==> src/rtl/ps2_key_src_if.sv <==
`default_nettype none
// ============================================================================
//  Module      : ps2_key_src_if
//  Description : Key byte stream from the PS/2 keyboard front end to the
//                text-mode video-memory writer.
//                  key_out   [7:0] ASCII code of the last accepted key
//                  p_valid         one-cycle strobe marking a new key_out
//                  frame_err       one-cycle strobe marking a dropped frame
//                master = keyboard front end (drives), slave = consumer.
//  Revision    : 1.0 - initial release
// ============================================================================
interface ps2_key_src_if;
   logic [7:0] key_out;
   logic       p_valid;
   logic       frame_err;

   modport master (output key_out, p_valid, frame_err);
   modport slave  (input  key_out, p_valid, frame_err);
endinterface
`default_nettype wire

==> src/rtl/ps2_key_src.sv <==
`default_nettype none
// ============================================================================
//  Module      : ps2_key_src
//  Description : PS/2 keyboard front end. Deserialises device-to-host frames,
//                decodes scan-code set 2 make/break sequences, tracks Shift
//                and emits one ASCII byte per printable key press (plus
//                Enter, Space, Backspace) as a single-cycle strobe.
//  Ports       : clk       system clock, rising edge
//                reset     asynchronous, active-low reset
//                ps2_clk   raw PS/2 clock pin (asynchronous)
//                ps2_data  raw PS/2 data pin (asynchronous)
//                kbd       master side of ps2_key_src_if
//                          (key_out, p_valid, frame_err)
//  Parameters  : TIMEOUT_CYCLES  idle clk cycles tolerated between PS/2
//                                falling edges inside a frame
//  Build macro : PS2_TIMEOUT_EN  enables the in-frame timeout; when undefined
//                                a partial frame waits indefinitely and
//                                TIMEOUT_CYCLES has no effect
//  Revision    : 1.0 - initial release
// ============================================================================
module ps2_key_src #(
   parameter int TIMEOUT_CYCLES = 50000
) (
   input  logic          clk,
   input  logic          reset,
   input  logic          ps2_clk,
   input  logic          ps2_data,
   ps2_key_src_if.master kbd
);

   typedef enum logic [1:0] {
      IDLE   = 2'd0,
      DATA   = 2'd1,
      PARITY = 2'd2,
      STOP   = 2'd3
   } state_t;

   // ------------------------------------------------------------------------
   // Pin synchronisers. Bit 0 is the newest sample. Reset to the idle-high
   // bus level so release of reset never looks like a falling edge.
   // ------------------------------------------------------------------------
   logic [2:0] r_clk_sync;
   logic [2:0] r_dat_sync;

   always_ff @(posedge clk or negedge reset) begin
      if (!reset) begin
         r_clk_sync <= 3'b111;
         r_dat_sync <= 3'b111;
      end else begin
         r_clk_sync <= {r_clk_sync[1:0], ps2_clk};
         r_dat_sync <= {r_dat_sync[1:0], ps2_data};
      end
   end

   logic w_fall;
   logic w_bit;

   assign w_fall = r_clk_sync[2] & ~r_clk_sync[1];
   // Device data is stable for microseconds around the clock edge, so the
   // older data stage is as good as the newer one.
   assign w_bit  = r_dat_sync[2];

   // ------------------------------------------------------------------------
   // Frame FSM
   // ------------------------------------------------------------------------
   state_t     r_state, w_state_nxt;
   logic [2:0] r_bit_cnt, w_bit_cnt_nxt;
   logic [7:0] r_sr, w_sr_nxt;
   logic       r_par, w_par_nxt;
   logic       r_done, w_done_nxt;   // frame finished (good or dropped)
   logic       r_ok, w_ok_nxt;       // finished frame is good
   logic       w_timeout;

`ifdef PS2_TIMEOUT_EN
   localparam int TO_W = $clog2(TIMEOUT_CYCLES + 1);

   logic [TO_W-1:0] r_to_cnt;

   always_ff @(posedge clk or negedge reset) begin
      if (!reset) begin
         r_to_cnt <= '0;
      end else if (w_fall || (r_state == IDLE)) begin
         r_to_cnt <= '0;
      end else begin
         r_to_cnt <= r_to_cnt + TO_W'(1);
      end
   end

   // An edge arriving in the same cycle wins over the timeout.
   assign w_timeout = (r_state != IDLE) && !w_fall &&
                      (r_to_cnt == TO_W'(TIMEOUT_CYCLES));
`else
   // Timeout never fires in this build.
   assign w_timeout = (TIMEOUT_CYCLES < 0);
`endif

   always_ff @(posedge clk or negedge reset) begin
      if (!reset) begin
         r_state   <= IDLE;
         r_bit_cnt <= 3'd0;
         r_sr      <= 8'h00;
         r_par     <= 1'b0;
         r_done    <= 1'b0;
         r_ok      <= 1'b0;
      end else begin
         r_state   <= w_state_nxt;
         r_bit_cnt <= w_bit_cnt_nxt;
         r_sr      <= w_sr_nxt;
         r_par     <= w_par_nxt;
         r_done    <= w_done_nxt;
         r_ok      <= w_ok_nxt;
      end
   end

   always_comb begin
      w_state_nxt   = r_state;
      w_bit_cnt_nxt = r_bit_cnt;
      w_sr_nxt      = r_sr;
      w_par_nxt     = r_par;
      w_done_nxt    = 1'b0;
      w_ok_nxt      = 1'b0;
      if (w_timeout) begin
         // Abort: the partial byte is simply overwritten by the next frame.
         w_state_nxt = IDLE;
         w_done_nxt  = 1'b1;
      end else if (w_fall) begin
         case (r_state)
            IDLE: begin
               if (!w_bit) begin
                  w_state_nxt   = DATA;
                  w_bit_cnt_nxt = 3'd0;
               end
            end
            DATA: begin
               w_sr_nxt      = {w_bit, r_sr[7:1]};   // LSB arrives first
               w_bit_cnt_nxt = r_bit_cnt + 3'd1;
               if (r_bit_cnt == 3'd7) begin
                  w_state_nxt = PARITY;
               end
            end
            PARITY: begin
               w_par_nxt   = w_bit;
               w_state_nxt = STOP;
            end
            STOP: begin
               w_state_nxt = IDLE;
               w_done_nxt  = 1'b1;
               w_ok_nxt    = w_bit & (^{r_sr, r_par});
            end
            default: w_state_nxt = IDLE;
         endcase
      end
   end

   // ------------------------------------------------------------------------
   // Scan-code set 2 to ASCII lookup. Zero means "not mapped".
   // r_sr holds the finished byte until the next frame's first data bit,
   // which is far later than the decode cycle.
   // ------------------------------------------------------------------------
   logic [7:0] w_ascii;
   logic       w_hit;
   logic       w_letter;
   logic       w_is_shift;

   always_comb begin
      w_ascii = 8'h00;
      case (r_sr)
         8'h1C: w_ascii = "a";   8'h32: w_ascii = "b";   8'h21: w_ascii = "c";
         8'h23: w_ascii = "d";   8'h24: w_ascii = "e";   8'h2B: w_ascii = "f";
         8'h34: w_ascii = "g";   8'h33: w_ascii = "h";   8'h43: w_ascii = "i";
         8'h3B: w_ascii = "j";   8'h42: w_ascii = "k";   8'h4B: w_ascii = "l";
         8'h3A: w_ascii = "m";   8'h31: w_ascii = "n";   8'h44: w_ascii = "o";
         8'h4D: w_ascii = "p";   8'h15: w_ascii = "q";   8'h2D: w_ascii = "r";
         8'h1B: w_ascii = "s";   8'h2C: w_ascii = "t";   8'h3C: w_ascii = "u";
         8'h2A: w_ascii = "v";   8'h1D: w_ascii = "w";   8'h22: w_ascii = "x";
         8'h35: w_ascii = "y";   8'h1A: w_ascii = "z";
         8'h45: w_ascii = "0";   8'h16: w_ascii = "1";   8'h1E: w_ascii = "2";
         8'h26: w_ascii = "3";   8'h25: w_ascii = "4";   8'h2E: w_ascii = "5";
         8'h36: w_ascii = "6";   8'h3D: w_ascii = "7";   8'h3E: w_ascii = "8";
         8'h46: w_ascii = "9";
         8'h29: w_ascii = 8'h20;   // Space
         8'h5A: w_ascii = 8'h0A;   // Enter
         8'h66: w_ascii = 8'h08;   // Backspace
         default: w_ascii = 8'h00;
      endcase
   end

   assign w_hit      = (w_ascii != 8'h00);
   assign w_letter   = (w_ascii >= 8'h61) && (w_ascii <= 8'h7A);
   assign w_is_shift = (r_sr == 8'h12) || (r_sr == 8'h59);

   // ------------------------------------------------------------------------
   // Make/break decoder and output registers
   // ------------------------------------------------------------------------
   logic       r_brk;
   logic       r_ext;
   logic       r_shift_on;
   logic [7:0] r_key_out;
   logic       r_p_valid;
   logic       r_frame_err;

   always_ff @(posedge clk or negedge reset) begin
      if (!reset) begin
         r_brk       <= 1'b0;
         r_ext       <= 1'b0;
         r_shift_on  <= 1'b0;
         r_key_out   <= 8'h00;
         r_p_valid   <= 1'b0;
         r_frame_err <= 1'b0;
      end else begin
         r_p_valid   <= 1'b0;
         r_frame_err <= 1'b0;
         if (r_done && !r_ok) begin
            // Dropped frame (bad parity/stop or timeout): flags are kept.
            r_frame_err <= 1'b1;
         end else if (r_done) begin
            if (r_sr == 8'hF0) begin
               r_brk <= 1'b1;
            end else if (r_sr == 8'hE0) begin
               r_ext <= 1'b1;
            end else if (r_brk) begin
               // Release; only the plain (non-extended) shift codes matter.
               if (w_is_shift && !r_ext) begin
                  r_shift_on <= 1'b0;
               end
               r_brk <= 1'b0;
               r_ext <= 1'b0;
            end else if (r_ext) begin
               r_ext <= 1'b0;
            end else if (w_is_shift) begin
               r_shift_on <= 1'b1;
            end else if (w_hit) begin
               r_key_out <= (w_letter && r_shift_on) ? (w_ascii - 8'h20) : w_ascii;
               r_p_valid <= 1'b1;
            end
         end
      end
   end

   assign kbd.key_out   = r_key_out;
   assign kbd.p_valid   = r_p_valid;
   assign kbd.frame_err = r_frame_err;

endmodule
`default_nettype wire

==> src/flat_wrapper.sv <==
// flat-port wrapper written by rule: the top's interface ports become plain ports
module ps2_key_src_flat 
#(
   parameter int TIMEOUT_CYCLES = 50000
)
  (clk, reset, ps2_clk, ps2_data, kbd_key_out, kbd_p_valid, kbd_frame_err);
  ps2_key_src_if kbd_i ();
  input  logic clk;
  input  logic reset;
  input  logic ps2_clk;
  input  logic ps2_data;
  output wire logic [$bits(kbd_i.key_out)-1:0] kbd_key_out;
  output wire logic [$bits(kbd_i.p_valid)-1:0] kbd_p_valid;
  output wire logic [$bits(kbd_i.frame_err)-1:0] kbd_frame_err;
  assign kbd_key_out = kbd_i.key_out;
  assign kbd_p_valid = kbd_i.p_valid;
  assign kbd_frame_err = kbd_i.frame_err;
  ps2_key_src #(.TIMEOUT_CYCLES(TIMEOUT_CYCLES)) u_core (.clk(clk), .reset(reset), .ps2_clk(ps2_clk), .ps2_data(ps2_data), .kbd(kbd_i));
endmodule
==> config.mk <==
export PLATFORM = sky130hd
export DESIGN_NAME = ps2_key_src_flat
export DESIGN_NICKNAME = d
export VERILOG_FILES = /design/src/rtl/ps2_key_src_if.sv /design/src/rtl/ps2_key_src.sv /design/src/flat_wrapper.sv
export SDC_FILE = /design/constraint.sdc
export NUM_CORES = 1
export LEC_CHECK = 0
export ABC_AREA = 1
export CAP_MARGIN = 20
export CORE_ASPECT_RATIO = 1.4
export CORE_MARGIN = 2
export CORE_UTILIZATION = 45
export CTS_BUF_LIST = sky130_fd_sc_hd__clkbuf_8
export CTS_CLUSTER_DIAMETER = 200
export DETAILED_ROUTE_END_ITERATION = 8
export GPL_ROUTABILITY_DRIVEN = 0
export PLACE_DENSITY = 0.69
export SLEW_MARGIN = 20
export SYNTH_ARGS = -nofsm -noshare
export SYNTH_HDL_FRONTEND = slang
export SYNTH_SLANG_ARGS = --single-unit
export TNS_END_PERCENT = 30
==> constraint.sdc <==
create_clock -name clk -period 2 [get_ports clk]
set_input_delay 0.2 -clock clk [delete_from_list [all_inputs] [get_ports clk]]
set_output_delay 0.2 -clock clk [all_outputs]
set_load 0.01 [all_outputs]
Word level (Yosys, flattened, before mapping) --
Memories as Yosys holds them, arrays and structs flattened. Index checks and enable logic that the tools add are counted.
Storage, ports and cells: output and inout bits 10, memory bits (read-only) 896, register bits after elaboration 35, memories 1
Memories:
- (no name shown) | words 128, bits a word 7, read ports 1, clocked after Yosys merged registers in 0, write ports 0, line ps2_key_src.sv:167 | case (r_sr)
Operators by class: add/sub/neg operators 2, reductions and logical operators 20, bitwise operators 9, equal/unequal tests 13, $lt $le $gt $ge 2, muxes and demuxes 27
Operators by type and width (count):
- 1-bit 2-to-1 mux | 20
- 8-bit equality test, second input constant | 2
- 8-bit 2-to-1 mux | 2
- 3-bit AND reduction | 4
- 9-bit parity | 1
- 8-bit by 5-bit equality test with 1-bit output, second input constant | 1
- 8-bit by 7-bit equality test with 1-bit output, second input constant | 1
- 8-bit by 7-bit greater-or-equal comparator with 1-bit output, second input constant | 1
- 8-bit by 7-bit less-or-equal comparator with 1-bit output, second input constant | 1
- 2-bit one-hot mux with 4 select lines | 1
- 8-bit AND reduction | 1
- 8-bit nonzero test | 1
- 8-bit by 6-bit subtractor with 8-bit output, second input constant | 1
- 1-bit inverter | 7
- 7-bit AND reduction | 1
- 2-bit by 1-bit inequality test with 1-bit output, second input constant | 3
- 3-bit one-hot mux with 2 select lines | 1
- 2-bit equality test, second input constant | 2
- 1-bit logical AND | 4
- 2-bit 2-to-1 mux | 2
- 2-bit inequality test, second input constant | 2
- 2-bit AND reduction | 2
- 2-bit nonzero test | 2
- 3-bit by 1-bit adder with 3-bit output, second input constant | 1
- 7 further kinds | 9

Logic depth before layout (Yosys ltp) --
An unclocked memory read counts as a cell.
depth after elaboration 11, mapped depth 17, gate-level depth less buffers 17

Least setup slack after synthesis --
OpenSTA, ideal clock, no wires.
path kind reg2reg, start point register u_core.r_sr[1], end point register u_core.r_key_out[7], in the netlist u_core.kbd.key_out[7], slack -0.084 ns, arrival time 1.966 ns, buffers on the path 0, data required time 1.882 ns, cell stages (with the launch flop) 16, clock period less this slack 2.084 ns, cells stage by stage dfrtp_1 inv_1 ha_1 nand2_1 a21oi_2 nand2_1 nand2_1 nand3_1 nand2_1 nor2_1 nand3_2 nor2_2 nor2_4 inv_4 nand2_1 nand2_1
Between the ends: longest elaborated chain between the ends 6, elaborated cells on any way between the ends 18, classes of those cells add/sub: 1; order compare: 2; eq/ne: 4; mux: 2; bitwise: 3; reduce/logical: 5; memory: 1
Ends and longest elaborated chain:
- from (decl) | line ps2_key_src.sv:68 | logic [7:0] r_sr, w_sr_nxt;
- from (signal assigned) | line ps2_key_src.sv:108 | r_sr <= w_sr_nxt;
- memory read 128 x 7 bit
- 8-bit 2-to-1 mux | line ps2_key_src.sv:167
- 8-bit by 7-bit greater-or-equal comparator with 1-bit output / 8-bit by 7-bit less-or-equal comparator with 1-bit output (equally long branches) | line ps2_key_src.sv:189 | assign w_letter = (w_ascii >= 8'h61) && (w_ascii <= 8'h7A);
- 1-bit logical AND | line ps2_key_src.sv:189
- 1-bit logical AND | line ps2_key_src.sv:233 | r_key_out <= (w_letter && r_shift_on) ? (w_ascii - 8'h20) : w_ascii;
- 8-bit 2-to-1 mux | line ps2_key_src.sv:233
- to (signal assigned) | line ps2_key_src.sv:233
- to (decl) | line ps2_key_src.sv:198 | logic [7:0] r_key_out;
Parallel ways exist; a longest one is shown, timed or not. A chain may end at the register's enable or synchronous reset.

Final worst setup path --
start point register u_core.r_sr[1], end point register u_core.r_key_out[6], in the netlist u_core.kbd.key_out[6]
Same word-level chain as after synthesis.

==> impl_metrics.toml <==
[power]
power_density_nw_per_um2 = 1437
p_int_w = 0.002327
sw_frac_of_total = 0.4672
power_w = 0.004368
clkPwrFrac = 0.117
power.switching_w = 0.002040
power_frac_seq = 0.244
pwr-share-comb = 0.639
p_leak_nw = 1.502
ir_drop_v = 0.0005890

[floorplan]
die_h_um = 89.28
core_region_area_um2 = 5081
start_util = 0.4600
ioPinCount = 14
die_x_um = 64.91
dieArea_um2 = 5795
std_cell_rows = 31

[routing]
vias_per_cell = 5.200
drc_errors = 0
routed_wl_um = 6026
wl_per_cell_um = 13.70
dr.pass1.iters = 5
ant_nets = 0
drt_iter0_drc = 127
vias = 2288

[synthesis]
synthesis.area_um2 = 2337
synth_xor_area_frac = 0.01874
synth_top_area_cell = "dfrtp_1"
syn_avg_cell_area_um2 = 7.148
synth_top_family_by_area = "simple AND/OR/NAND/NOR gates"
synth-adder-area-share = 0.07495
synth_edf_count = 0
synthSimpleGateAreaFrac = 0.3753
synthCells = 327
synth_compound_area_frac = 0.07548
synth_seq_cells = 35
synth_top_area_share = 0.3105
synth-main-ff-cell = "dfrtp_1"
synth_seq_area_share = 0.3779
netlist_top_cells_area = "dfrtp_1, nand2_1, ha_1"
synth_warnings = 0
synth_cell_types = 33
synthesis.nets = 345
synthMuxAreaShare = 0
async_flop_share = 1.000

[sta]
worstMarginPinSlew_ns = 0.4618
setup-violations-final = 8
rsz0062_at_grt = "yes"
slew_headroom = 0.6914
hold_viol = 0
fin_setup_tns_ns = -0.3036
fmax_mhz = 488.9
skew_ns = 0.005622
fin_ws_ns = -0.04545
period_minus_slack_ns = 2.045
finalCritPeriodShare = 1.023
slew_violations = 0

[layout]
fin_cells = 440
num_antenna_cells = 0
area_growth_pct = 30.09
post-route-util = 0.5984
fin_nets = 391
drive_above_1_share = 0.3102

[worst_setup_path]
reg2reg_from = "u_core.r_sr[1]$_DFFE_PN0P_"
rrSetupSlack_ns = -0.05
reg2reg_depth = 15
crit_path_max_fanout = 8
setup.worst_path.start_class = "flop"
crit_path_end_kind = "flop"
critPathArrivalTime_ns = 2.29
timing.rr.end = "u_core.kbd.key_out[6]$_DFFE_PN0P_"
criticalPathCategory = "flop to flop"
cp.required_ns = 2.24

[grt]
grt_pass1_vias = 2302
grt_max_degree = 36
grt_antenna_before_repair = 0
grtUsageTotal = 0.2300
grt_pass1_wl_um = 10120
gr-total-overflow = 0

[cts]
cts.htree.levels = 2
cts_tree = "done"
clk-insertion-delay-late_ns = 0.30
cts_sinks = 35
clock_path_buffers = 2
path_clk_slew_ns = 0.08
cts_root_buf = "clkbuf_8"
cts-buffers-inserted = 5

[hold_path]
worstHoldPathType = "input port to asynchronous set/reset pin"

[status]
violations = "setup timing"
status = "finished, violations left"

[run]
drv_cap = 0

[placed_design]
place.detailed.hpwl_um = 4335
placed_cells = 428
io_buffers = 13
-- cell usage in the layout (no fill, tap or decap), types with 5 or more instances in the layout --
| master | n |
|---|---|
| ha_1 | 9 |
| inv_2 | 6 |
| inv_1 | 25 |
| nand3_1 | 29 |
| a21oi_1 | 5 |
| buf_4 | 28 |
| dfrtp_1 | 26 |
| nand3_2 | 6 |
| nand2_2 | 25 |
| o21ai_0 | 17 |
| nand2_1 | 94 |
| nor2_1 | 23 |
| clkdlybuf4s50_1 | 13 |
| dfstp_2 | 6 |
| clkbuf_8 | 5 |
-- sequential cells by signal (all words and copies together) (netlist names) --
name	flops
u_core.kbd.key_out	8
u_core.r_sr	8
u_core.r_bit_cnt	3
u_core.r_clk_sync	3
u_core.r_dat_sync	3
u_core.r_state	2
u_core.kbd.frame_err	1
u_core.kbd.p_valid	1
u_core.r_brk	1
u_core.r_done	1
u_core.r_ext	1
u_core.r_ok	1
u_core.r_par	1
u_core.r_shift_on	1
-- cells by family after synthesis --
group           Yosys count
simple gates            199
buf+inv                  41
fa+ha+maj                14
flops                    35
xor+xnor                  5
compound gates           33
-- power by group through the flow --
stage / Sequential [W] / Combinational [W] / Clock (W)
after floorplan: 0.00105 / 0.00151 / 0
after global placement: 0.00106 / 0.00231 / 0
after detailed placement: 0.00106 / 0.00232 / 0
after CTS: 0.00106 / 0.00263 / 0.000522
after global routing: 0.00109 / 0.00308 / 0.000555
final: 0.00107 / 0.00279 / 0.000513
-- per-stage QoR --
step | instance area (µm²) | hold WS, ns | worst slack (ns)
floorplan | 2340 | -0.09559 | 0.006488
global placement | 2731 | 0.3455 | -0.2332
detailed placement | 2731 | 0.3475 | -0.2248
CTS | 2979 | 0.3019 | -0.007037
global route | 3040 | 0.3003 | -0.2020
finish | 3040 | 0.3054 | -0.04545
-- routing by layer --
metal  track usage  share of wire  wire, µm
met1        0.2266           0.37      2253
met2        0.4264           0.53      3223
met3       0.04030          0.038       230
met4        0.1741          0.053       320
met5             0              0         0
-- Yosys cell counts, types with 2 or more instances --
library cell,instances
nand3_2,2
or2_2,2
a31oi_1,2
nor2_4,2
xnor2_1,2
inv_1,29
buf_4,2
o21ai_0,18
buf_6,2
inv_2,4
ha_1,14
a21oi_1,8
nor3_2,2
nand2_2,5
nor2_2,3
buf_2,2
o21ai_1,2
nand2_1,117
nor3_1,4
xor2_1,3
nand4_1,2
nor2_1,24
dfrtp_1,29
dfstp_2,6
nand3_1,33
-- repair_timing --
| action | 4_1_cts | 5_1_grt |
|---|---|---|
| setup buffers | 2 | 1 |
| pin swaps | 19 | 15 |
| hold buffers | 0 | 0 |
| cloned | 1 | 0 |
| gates resized for setup | 38 | 21 |
| hold endpoints to repair | 0 | 0 |
| setup endpoints to repair | 9 | 9 |
-- layout make-up --
type,instances,area (µm²)
well taps,66,82.58
repair buffers,45,394.1
clock inverters,3,16.27
clock buffers,5,68.82
flip-flops and latches,35,887.1
fillers,445,2041
multi-input cells,252,1451
inverters,34,140.1
-- worst max-delay path by stage --
stage                                     from                           endpoint  slack [ns]  depth (start not counted)
detailed placement  u_core.r_sr[1]$_DFFE_PN0P_  u_core.kbd.key_out[2]$_DFFE_PN0P_       -0.22                         15
finish              u_core.r_sr[1]$_DFFE_PN0P_  u_core.kbd.key_out[6]$_DFFE_PN0P_       -0.05                         15
floorplan           u_core.r_sr[0]$_DFFE_PN0P_  u_core.kbd.key_out[7]$_DFFE_PN0P_       0.006                         15
global route        u_core.r_sr[1]$_DFFE_PN0P_  u_core.kbd.key_out[6]$_DFFE_PN0P_       -0.20                         15
CTS                 u_core.r_sr[0]$_DFFE_PN0P_  u_core.kbd.key_out[2]$_DFFE_PN0P_      -0.007                         15
global placement    u_core.r_sr[1]$_DFFE_PN0P_  u_core.kbd.key_out[7]$_DFFE_PN0P_       -0.23                         15
-- critical path, cell delays in order, from the launching register on --
cell     delay [ns]
dfrtp_2        0.43
buf_6          0.14
ha_4           0.19
nand2_2        0.08
nand2_2        0.08
o21ai_2        0.18
nand2_1        0.07
nand2_1        0.07
nand2_2        0.07
nor2_2         0.12
nand3_2        0.13
nor2_4         0.15
nor2_4         0.08
inv_4          0.10
nand2_1        0.06
nand2_1        0.06
No activity file was read; power rests on OpenSTA's default activity.
